<file path="config.mk">
export PLATFORM = sky130hd
export DESIGN_NAME = seven_segment_ctrl
export DESIGN_NICKNAME = d
export VERILOG_FILES = /design/src/rtl/seven_segment_ctrl.sv
export SDC_FILE = /design/constraint.sdc
export NUM_CORES = 1
export LEC_CHECK = 0
export CAP_MARGIN = 40
export CORE_MARGIN = 4
export CORE_UTILIZATION = 56
export DETAILED_ROUTE_END_ITERATION = 8
export GPL_TIMING_DRIVEN = 0
export PLACE_DENSITY = 0.84
export SLEW_MARGIN = 20
export SYNTH_ARGS = -nofsm -noshare
export SYNTH_HDL_FRONTEND = slang
export SYNTH_SLANG_ARGS = --single-unit
</file>
<file path="constraint.sdc">
create_clock -name clk -period 2.4 [get_ports clk]
set_input_delay 0.24 -clock clk [delete_from_list [all_inputs] [get_ports clk]]
set_output_delay 0.24 -clock clk [all_outputs]
set_load 0.03 [all_outputs]
</file>
<file path="src/rtl/seven_segment_ctrl.sv">
// Avalon-MM controller for NUM_DIGITS seven-segment digits: hex/raw patterns, enable, blink, PWM dimming.
// Define SEVEN_SEGMENT_PWM_EN to build the PWM counter and writable BRIGHT register.
module seven_segment_ctrl #(
    parameter int NUM_DIGITS = 6,
    parameter int BLINK_DIV  = 25000000,
    parameter int BRIGHT_W   = 4,
    parameter int ACTIVE_LOW = 1
) (
    input  logic                    clk,
    input  logic                    reset_n,
    input  logic [3:0]              avs_address,
    input  logic                    avs_write,
    input  logic [31:0]             avs_writedata,
    input  logic                    avs_read,
    output logic [31:0]             avs_readdata,
    output logic [7*NUM_DIGITS-1:0] coe_seg,
    output logic                    coe_blink_phase
);

    localparam int                    BC_W       = $clog2(BLINK_DIV);
    localparam logic [BC_W-1:0]       BLINK_LAST = BC_W'(BLINK_DIV - 1);
    localparam logic [BRIGHT_W-1:0]   BRIGHT_MAX = '1;
    localparam logic [7*NUM_DIGITS-1:0] SEG_DARK = (ACTIVE_LOW != 0) ? '1 : '0;

    logic [4*NUM_DIGITS-1:0] data_reg;
    logic [NUM_DIGITS-1:0]   enable_reg;
    logic [NUM_DIGITS-1:0]   blink_reg;
    logic [NUM_DIGITS-1:0]   mode_reg;
    logic [6:0]              raw_reg [NUM_DIGITS];
    logic [BRIGHT_W-1:0]     bright_val;
    logic                    pwm_on;

    logic [BC_W-1:0]         blink_cnt_reg;
    logic                    phase_reg;
    logic [31:0]             readdata_reg;
    logic [31:0]             rd_next;
    logic [7*NUM_DIGITS-1:0] seg_reg;
    logic [7*NUM_DIGITS-1:0] seg_next;

    logic unused_wd;
    assign unused_wd = ^avs_writedata;

    function automatic logic [6:0] hex7(input logic [3:0] n);
        case (n)
            4'h0: hex7 = 7'h3F;
            4'h1: hex7 = 7'h06;
            4'h2: hex7 = 7'h5B;
            4'h3: hex7 = 7'h4F;
            4'h4: hex7 = 7'h66;
            4'h5: hex7 = 7'h6D;
            4'h6: hex7 = 7'h7D;
            4'h7: hex7 = 7'h07;
            4'h8: hex7 = 7'h7F;
            4'h9: hex7 = 7'h6F;
            4'hA: hex7 = 7'h77;
            4'hB: hex7 = 7'h7C;
            4'hC: hex7 = 7'h39;
            4'hD: hex7 = 7'h5E;
            4'hE: hex7 = 7'h79;
            default: hex7 = 7'h71;
        endcase
    endfunction

    always_ff @(posedge clk or negedge reset_n) begin
        if (!reset_n) begin
            data_reg   <= '0;
            enable_reg <= '0;
            blink_reg  <= '0;
            mode_reg   <= '0;
            for (int i = 0; i < NUM_DIGITS; i++) raw_reg[i] <= '0;
        end else if (avs_write) begin
            case (avs_address)
                4'h0: data_reg   <= avs_writedata[4*NUM_DIGITS-1:0];
                4'h1: enable_reg <= avs_writedata[NUM_DIGITS-1:0];
                4'h2: blink_reg  <= avs_writedata[NUM_DIGITS-1:0];
                4'h4: mode_reg   <= avs_writedata[NUM_DIGITS-1:0];
                default: begin
                    for (int i = 0; i < NUM_DIGITS; i++)
                        if (avs_address == 4'(8 + i)) raw_reg[i] <= avs_writedata[6:0];
                end
            endcase
        end
    end

`ifdef SEVEN_SEGMENT_PWM_EN
    logic [BRIGHT_W-1:0] bright_reg;
    logic [BRIGHT_W-1:0] pc_reg;

    always_ff @(posedge clk or negedge reset_n) begin
        if (!reset_n) begin
            bright_reg <= BRIGHT_MAX;
            pc_reg     <= '0;
        end else begin
            pc_reg <= pc_reg + 1'b1;
            if (avs_write && avs_address == 4'h3)
                bright_reg <= avs_writedata[BRIGHT_W-1:0];
        end
    end

    assign bright_val = bright_reg;
    // Max duty is forced fully on; otherwise pc never exceeds max and one slot stays dark.
    assign pwm_on     = (pc_reg < bright_reg) || (bright_reg == BRIGHT_MAX);
`else
    assign bright_val = BRIGHT_MAX;
    assign pwm_on     = 1'b1;
`endif

    always_ff @(posedge clk or negedge reset_n) begin
        if (!reset_n) begin
            blink_cnt_reg <= '0;
            phase_reg     <= 1'b0;
        end else if (blink_cnt_reg == BLINK_LAST) begin
            blink_cnt_reg <= '0;
            phase_reg     <= ~phase_reg;
        end else begin
            blink_cnt_reg <= blink_cnt_reg + 1'b1;
        end
    end

    always_comb begin
        rd_next = '0;
        case (avs_address)
            4'h0: rd_next[4*NUM_DIGITS-1:0] = data_reg;
            4'h1: rd_next[NUM_DIGITS-1:0]   = enable_reg;
            4'h2: rd_next[NUM_DIGITS-1:0]   = blink_reg;
            4'h3: rd_next[BRIGHT_W-1:0]     = bright_val;
            4'h4: rd_next[NUM_DIGITS-1:0]   = mode_reg;
            default: begin
                for (int i = 0; i < NUM_DIGITS; i++)
                    if (avs_address == 4'(8 + i)) rd_next[6:0] = raw_reg[i];
            end
        endcase
    end

    // Registers above are sampled before this edge's write, so a same-cycle read sees the old value.
    always_ff @(posedge clk or negedge reset_n) begin
        if (!reset_n)      readdata_reg <= '0;
        else if (avs_read) readdata_reg <= rd_next;
    end

    genvar gi;
    generate
        for (gi = 0; gi < NUM_DIGITS; gi++) begin : g_digit
            logic [6:0] pat;
            logic       lit;
            assign pat = mode_reg[gi] ? raw_reg[gi] : hex7(data_reg[4*gi +: 4]);
            assign lit = enable_reg[gi] && !(blink_reg[gi] && phase_reg) && pwm_on;
            if (ACTIVE_LOW != 0) begin : g_low
                assign seg_next[7*gi +: 7] = lit ? ~pat : 7'h7F;
            end else begin : g_high
                assign seg_next[7*gi +: 7] = lit ? pat : 7'h00;
            end
        end
    endgenerate

    always_ff @(posedge clk or negedge reset_n) begin
        if (!reset_n) seg_reg <= SEG_DARK;
        else          seg_reg <= seg_next;
    end

    assign avs_readdata    = readdata_reg;
    assign coe_seg         = seg_reg;
    assign coe_blink_phase = phase_reg;

endmodule

</file>
### Word level (Yosys, flattened, before mapping)

Memory sizes are Yosys's and may differ from the RTL's.
Cells that the tools add are included.

| storage, ports and cells | value |
|---|---|
| register bits after elaboration | 176 |
| bits in latches | 0 |
| bits in writable memories | 0 |
| ROM bits | 672 |
| input bits | 40 |
| output and inout port bits | 75 |
| logic and storage cells | 94 |
| memories | 6 |

| operators by class | value |
|---|---|
| $add $sub $neg | 1 |
| multiply operators | 0 |
| divide/modulo/power cells | 0 |
| $lt $le $gt $ge | 0 |
| equal/unequal tests | 11 |
| shift-type cells | 0 |
| mux-type cells | 23 |
| bitwise operators | 8 |
| reduce and logical (&&, ||, !) cells | 31 |

Memory list:

| memory | words | bits a word | read ports | clocked after Yosys merged registers in | write ports | RTL line | text |
|---|---|---|---|---|---|---|---|
| (no name shown) | 16 | 7 | 1 | 0 | 0 | 44 | `case (n)` |
| (no name shown) | 16 | 7 | 1 | 0 | 0 | 44 |  |
| (no name shown) | 16 | 7 | 1 | 0 | 0 | 44 |  |
| (no name shown) | 16 | 7 | 1 | 0 | 0 | 44 |  |
| (no name shown) | 16 | 7 | 1 | 0 | 0 | 44 |  |
| (no name shown) | 16 | 7 | 1 | 0 | 0 | 44 |  |

Operators with widths:

| operator | number |
|---|---|
| 7-bit 2-to-1 mux | 18 |
| 7-bit inverter | 6 |
| 25-bit by 1-bit adder with 25-bit output (second input constant) | 1 |
| 25-bit equality test (second input constant) | 1 |
| 25-bit 2-to-1 mux | 1 |
| 4-bit equality test (second input constant) | 6 |
| 4-bit one-hot mux with 5 select lines | 1 |
| 3-bit AND reduction | 6 |
| 17-bit 2-to-1 mux | 1 |
| 1-bit logical AND | 12 |
| 2-bit one-hot mux with 5 select lines | 1 |
| 4-bit by 2-bit equality test with 1-bit output (second input constant) | 2 |
| 2-bit AND reduction | 4 |
| 4-bit OR reduction | 2 |
| 1-bit zero test | 6 |
| 4-bit by 1-bit equality test with 1-bit output (second input constant) | 1 |
| 4-bit by 3-bit equality test with 1-bit output (second input constant) | 1 |
| 4-bit zero test | 1 |
| 1-bit inverter | 2 |
| 1-bit one-hot mux with 2 select lines | 1 |

### Depth between registers and ports, before layout

| depth | value |
|---|---|
| word-level depth | 8 |
| gate-level depth with buffers | 7 |
| mapped depth without buffers | 6 |

### Least setup slack after synthesis

OpenSTA, ideal clock, no wires.

| timing path | value |
|---|---|
| path kind | register to register |
| start | register blink_cnt_reg[0] |
| end | register blink_cnt_reg[16] |
| setup time | 77 ps |
| arrival time | 1,787 ps |
| required time | 2,323 ps |
| slack | 536 ps |
| cell stages (with the launch flop) | 7 |
| path buffers | 1 |
| clock period less this slack | 1,864 ps |
| path through | dfrtp_1 -> ha_1 -> inv_1 -> or4_1 -> clkbuf_1 -> or3_1 -> a21oi_1 |

| between the ends | value |
|---|---|
| cells in the longest elaborated chain, start to end | 2 |
| elaborated cells between the ends (all ways) | 3 |
| those cells by class | add/sub: 1; eq/ne: 1; mux: 1 |

RTL lines:

| what | RTL line | text |
|---|---|---|
| start: declaration | 33 | `logic [BC_W-1:0] blink_cnt_reg;` |
| start signal: assignment | 116 | `blink_cnt_reg <= blink_cnt_reg + 1'b1;` |
| 25-bit by 1-bit adder with 25-bit output / 25-bit equality test (equally long branches) | 116, 112 |  |
| 25-bit 2-to-1 mux * | 112 | `end else if (blink_cnt_reg == BLINK_LAST) begin` |

Mark *: on every way between the ends. The rest lies on a longest branch, timed or not.
A chain may end at the register's enable or synchronous reset.

### Final worst setup path

| timing path | value |
|---|---|
| start | input avs_address[3] |
| end | register raw_reg[32] in the netlist's numbering |

| between the ends | value |
|---|---|
| cells in the longest elaborated chain, start to end | 4 |
| elaborated cells between the ends (all ways) | 8 |
| those cells by class | eq/ne: 4; bitwise: 1; reduce/logical: 3 |

RTL lines:

| what | RTL line | text |
|---|---|---|
| start: declaration | 11 | `input logic [3:0] avs_address,` |
| 4-bit by 3-bit equality test with 1-bit output, or another cell as far along | 72 | `case (avs_address)` |
| 4-bit OR reduction (no line) | - |  |
| 1-bit inverter (no line) | - |  |
| 3-bit AND reduction (no line) * | - |  |
| end signal: indexed assignment | 79 | `if (avs_address == 4'(8 + i)) raw_reg[i] <= avs_writedata[6:0];` |
| end: declaration | 29 | `logic [6:0] raw_reg [NUM_DIGITS];` |

Marked as above.

==> run metrics <==
fraction of the mapped netlist area in simple logic gates 0.126; pre-CTS setup slack -0.380 ns; mux contribution to synthesized area 0.158; drt drc 0; gpl congestion 0.910; Compound-Gate Fraction of Synth Area 0.126; FMAX 434 MHz; Worst-Margin Slew just over 0.8 ns; Std-Cell Rows 46; Leak Pwr 0.00464 µW; sequential area share after synthesis 0.487; yosys warns 0; crit share post-route 0.960; Final Critical Period 2.30 ns; Main synth FF type dfrtp_1; Hold Crit Class primary input to flip-flop; wire per inst between 15 and 20 µm; Hold Violations, Final 0; slew margin rel. 0.446; die height between 100 and 150 µm; routed via count about 7000; Critical Path RT 2.72 ns; WP data arrival 2.62 ns; Critical Path Start avs_address[3]; CTS Buffer Depth 2; Final Slew Violations 0; top cells by area, synth dfrtp_1, dfstp_2, mux2_2; Synth Instances about 840; path depth of the worst reg2reg path 7; CTS tree done; footprint of the multi-input gates roughly 0.0044 mm²; post-DP HPWL 15.8 mm; Finished Layout Cells roughly 1200; Crit Reg-Reg Endpoint blink_cnt_reg[11]; Core Area around 0.016 mm²; DR iter-0 viols 467; layout cell share with drive strength beyond 1 0.200; fin util 0.691; number of synthesized flops with an enable pin 0; status finished clean; Setup Buffers After CTS 0; xor and xnor area share after synthesis 0.0134; Final Setup Violations 0; most common cell in the synthesized netlist dfrtp_1; MaxCap Viol Count 0; leading area contributor after synthesis dfrtp_1; adder-cell share of the synthesized area 0.0505; TritonCTS Buffers 17; Worst setup EP type flip-flop; final WL about 23 mm; initial antenna violation count 0; Power per Cell Area 915 mW/mm²; die width 136 µm; Worst R2R Start blink_cnt_reg[0]; Tot Pwr 10100 µW; flops & latches, synth ~180; worst setup path endpoint raw_reg[32]; Synth top area share 0.366; vias in the first global route 6994; Max FO, Critical Path 10; largest net degree at the start of global routing 105; router iterations before antenna repair 5; final clock skew 0.0115 ns; Port Buf Inserts 90; Clock Pin Slew Worst Setup and Hold Paths 0.07 ns; Mean Syn Cell Area 10.9 µm²; total gr overflow 0; Post-synth top cells dfrtp_1, mux2_2, nand2_1; ANT nets after route 0; VDD IR max 0.597 mV; ANT cells 0; CTS Root Cell clkbuf_16; # fillers 1222; Top Ports between 100 and 150; Hold WS 0.326 ns; clk_lat worst skew 0.44 ns; GRT Overall Usage 0.252; Vias/cell 5.89; Final #Nets 1040; clock sink count 176; Post-synth ARST share 1.00; RSZ-0062 raised after global routing false; CP Launch Type primary input; Mapped Area between 0.009 and 0.01 mm²; initial core utilization 0.575; first-pass GRT wire length 36.1 mm; P&R area growth vs syn 20.3%; sequential cell area ~0.0045 mm²; main combinational cell family by area after synthesis multiplexers; Setup CP Type primary input to flip-flop; flop2flop setup slack approximately 0.27 ns; H-Tree Level Count 4; setup slack after layout 0.0950 ns; Synth cell types 53; die area ~0.018 mm²; Inst Count DP 1159
[placed cells by master (no fill, tap or decap), drive strengths merged, types with 30 or more instances in the layout]
master,instances
clkbuf,64
mux2,90
mux2i,30
ha,37
nor2,38
nand2,84
o21ai,54
clkdlybuf4s50,89
dfstp,42
dfrtp,134
[kinds of logic (layout without fill, tap and decap cells)]
kind of cell / after synthesis / after routing
xor gates and xnor gates: 14 / 14
other: 1 / 8
muxes: 126 / 126
DFF: 176 / 176
buffers and inverters: 87 / 211
AOI/OAI and AO/OA: 172 / 172
adders and majority gates: 37 / 37
and+or+nand+nor: 231 / 231
[per-layer routing]
metal  wire, µm  track usage  share of wire
met5          0            0              0
met4        800        0.114          0.035
met3       1470       0.0463          0.065
met2      11000        0.409           0.49
met1       9320        0.332           0.41
[worst max-delay path, cell delays in order]
cell,delay (ns)
clkdlybuf4s50_1,0.54
clkbuf_1,0.42
nor2b_1,0.37
nand2_1,0.12
nor2_1,0.52
mux2_2,0.41
[stage by stage]
stage | cell area, µm² | setup TNS (ns)
2_1_floorplan | 9190 | 0
3_3_place_gp | 10400 | -946.02
3_5_place_dp | 10400 | -15.53
4_1_cts | 11000 | 0
5_1_grt | 11000 | 0
6_report | 11000 | 0
[how the worst min path moves through the flow]
| stage | start | end | slack, ns | cells past startpoint |
|---|---|---|---|---|
| after global routing | avs_read | avs_readdata[4] | 0.36 | 3 |
| after CTS | avs_read | avs_readdata[4] | 0.30 | 3 |
| final | avs_read | avs_readdata[4] | 0.33 | 3 |
| after floorplan | reset_n | avs_readdata[0] | -0.06 | 0 |
| after global placement | blink_cnt_reg[0] | blink_cnt_reg[0] | 0.47 | 1 |
| after detailed placement | reset_n | blink_cnt_reg[20] | 0.24 | 1 |
[repair_timing]
| action | in CTS | in global routing |
|---|---|---|
| hold endpoints to repair | 52 | 0 |
| gates resized for setup | 0 | 3 |
| setup endpoints to repair | 0 | 30 |
| hold buffers | 1 | 0 |
[cell type report]
type,count,share of cell area
buffer,66,0.0258
clock buffer,20,0.0414
clock inverter,11,0.0141
inverter,21,0.00715
multi-input combinational,588,0.397
sequential,176,0.404
tap,216,0.0245
timing repair buffer,93,0.0861
[report_power, final]
part / internal [µW] / total (µW) / switching, µW / leakage [µW]
Clock: 1700 / 2870 / 1170 / 0.000303
Sequential: 3660 / 4130 / 467 / 0.00214
Combinational: 1360 / 3090 / 1730 / 0.00220
No activity file was read; power rests on OpenSTA's default activity.
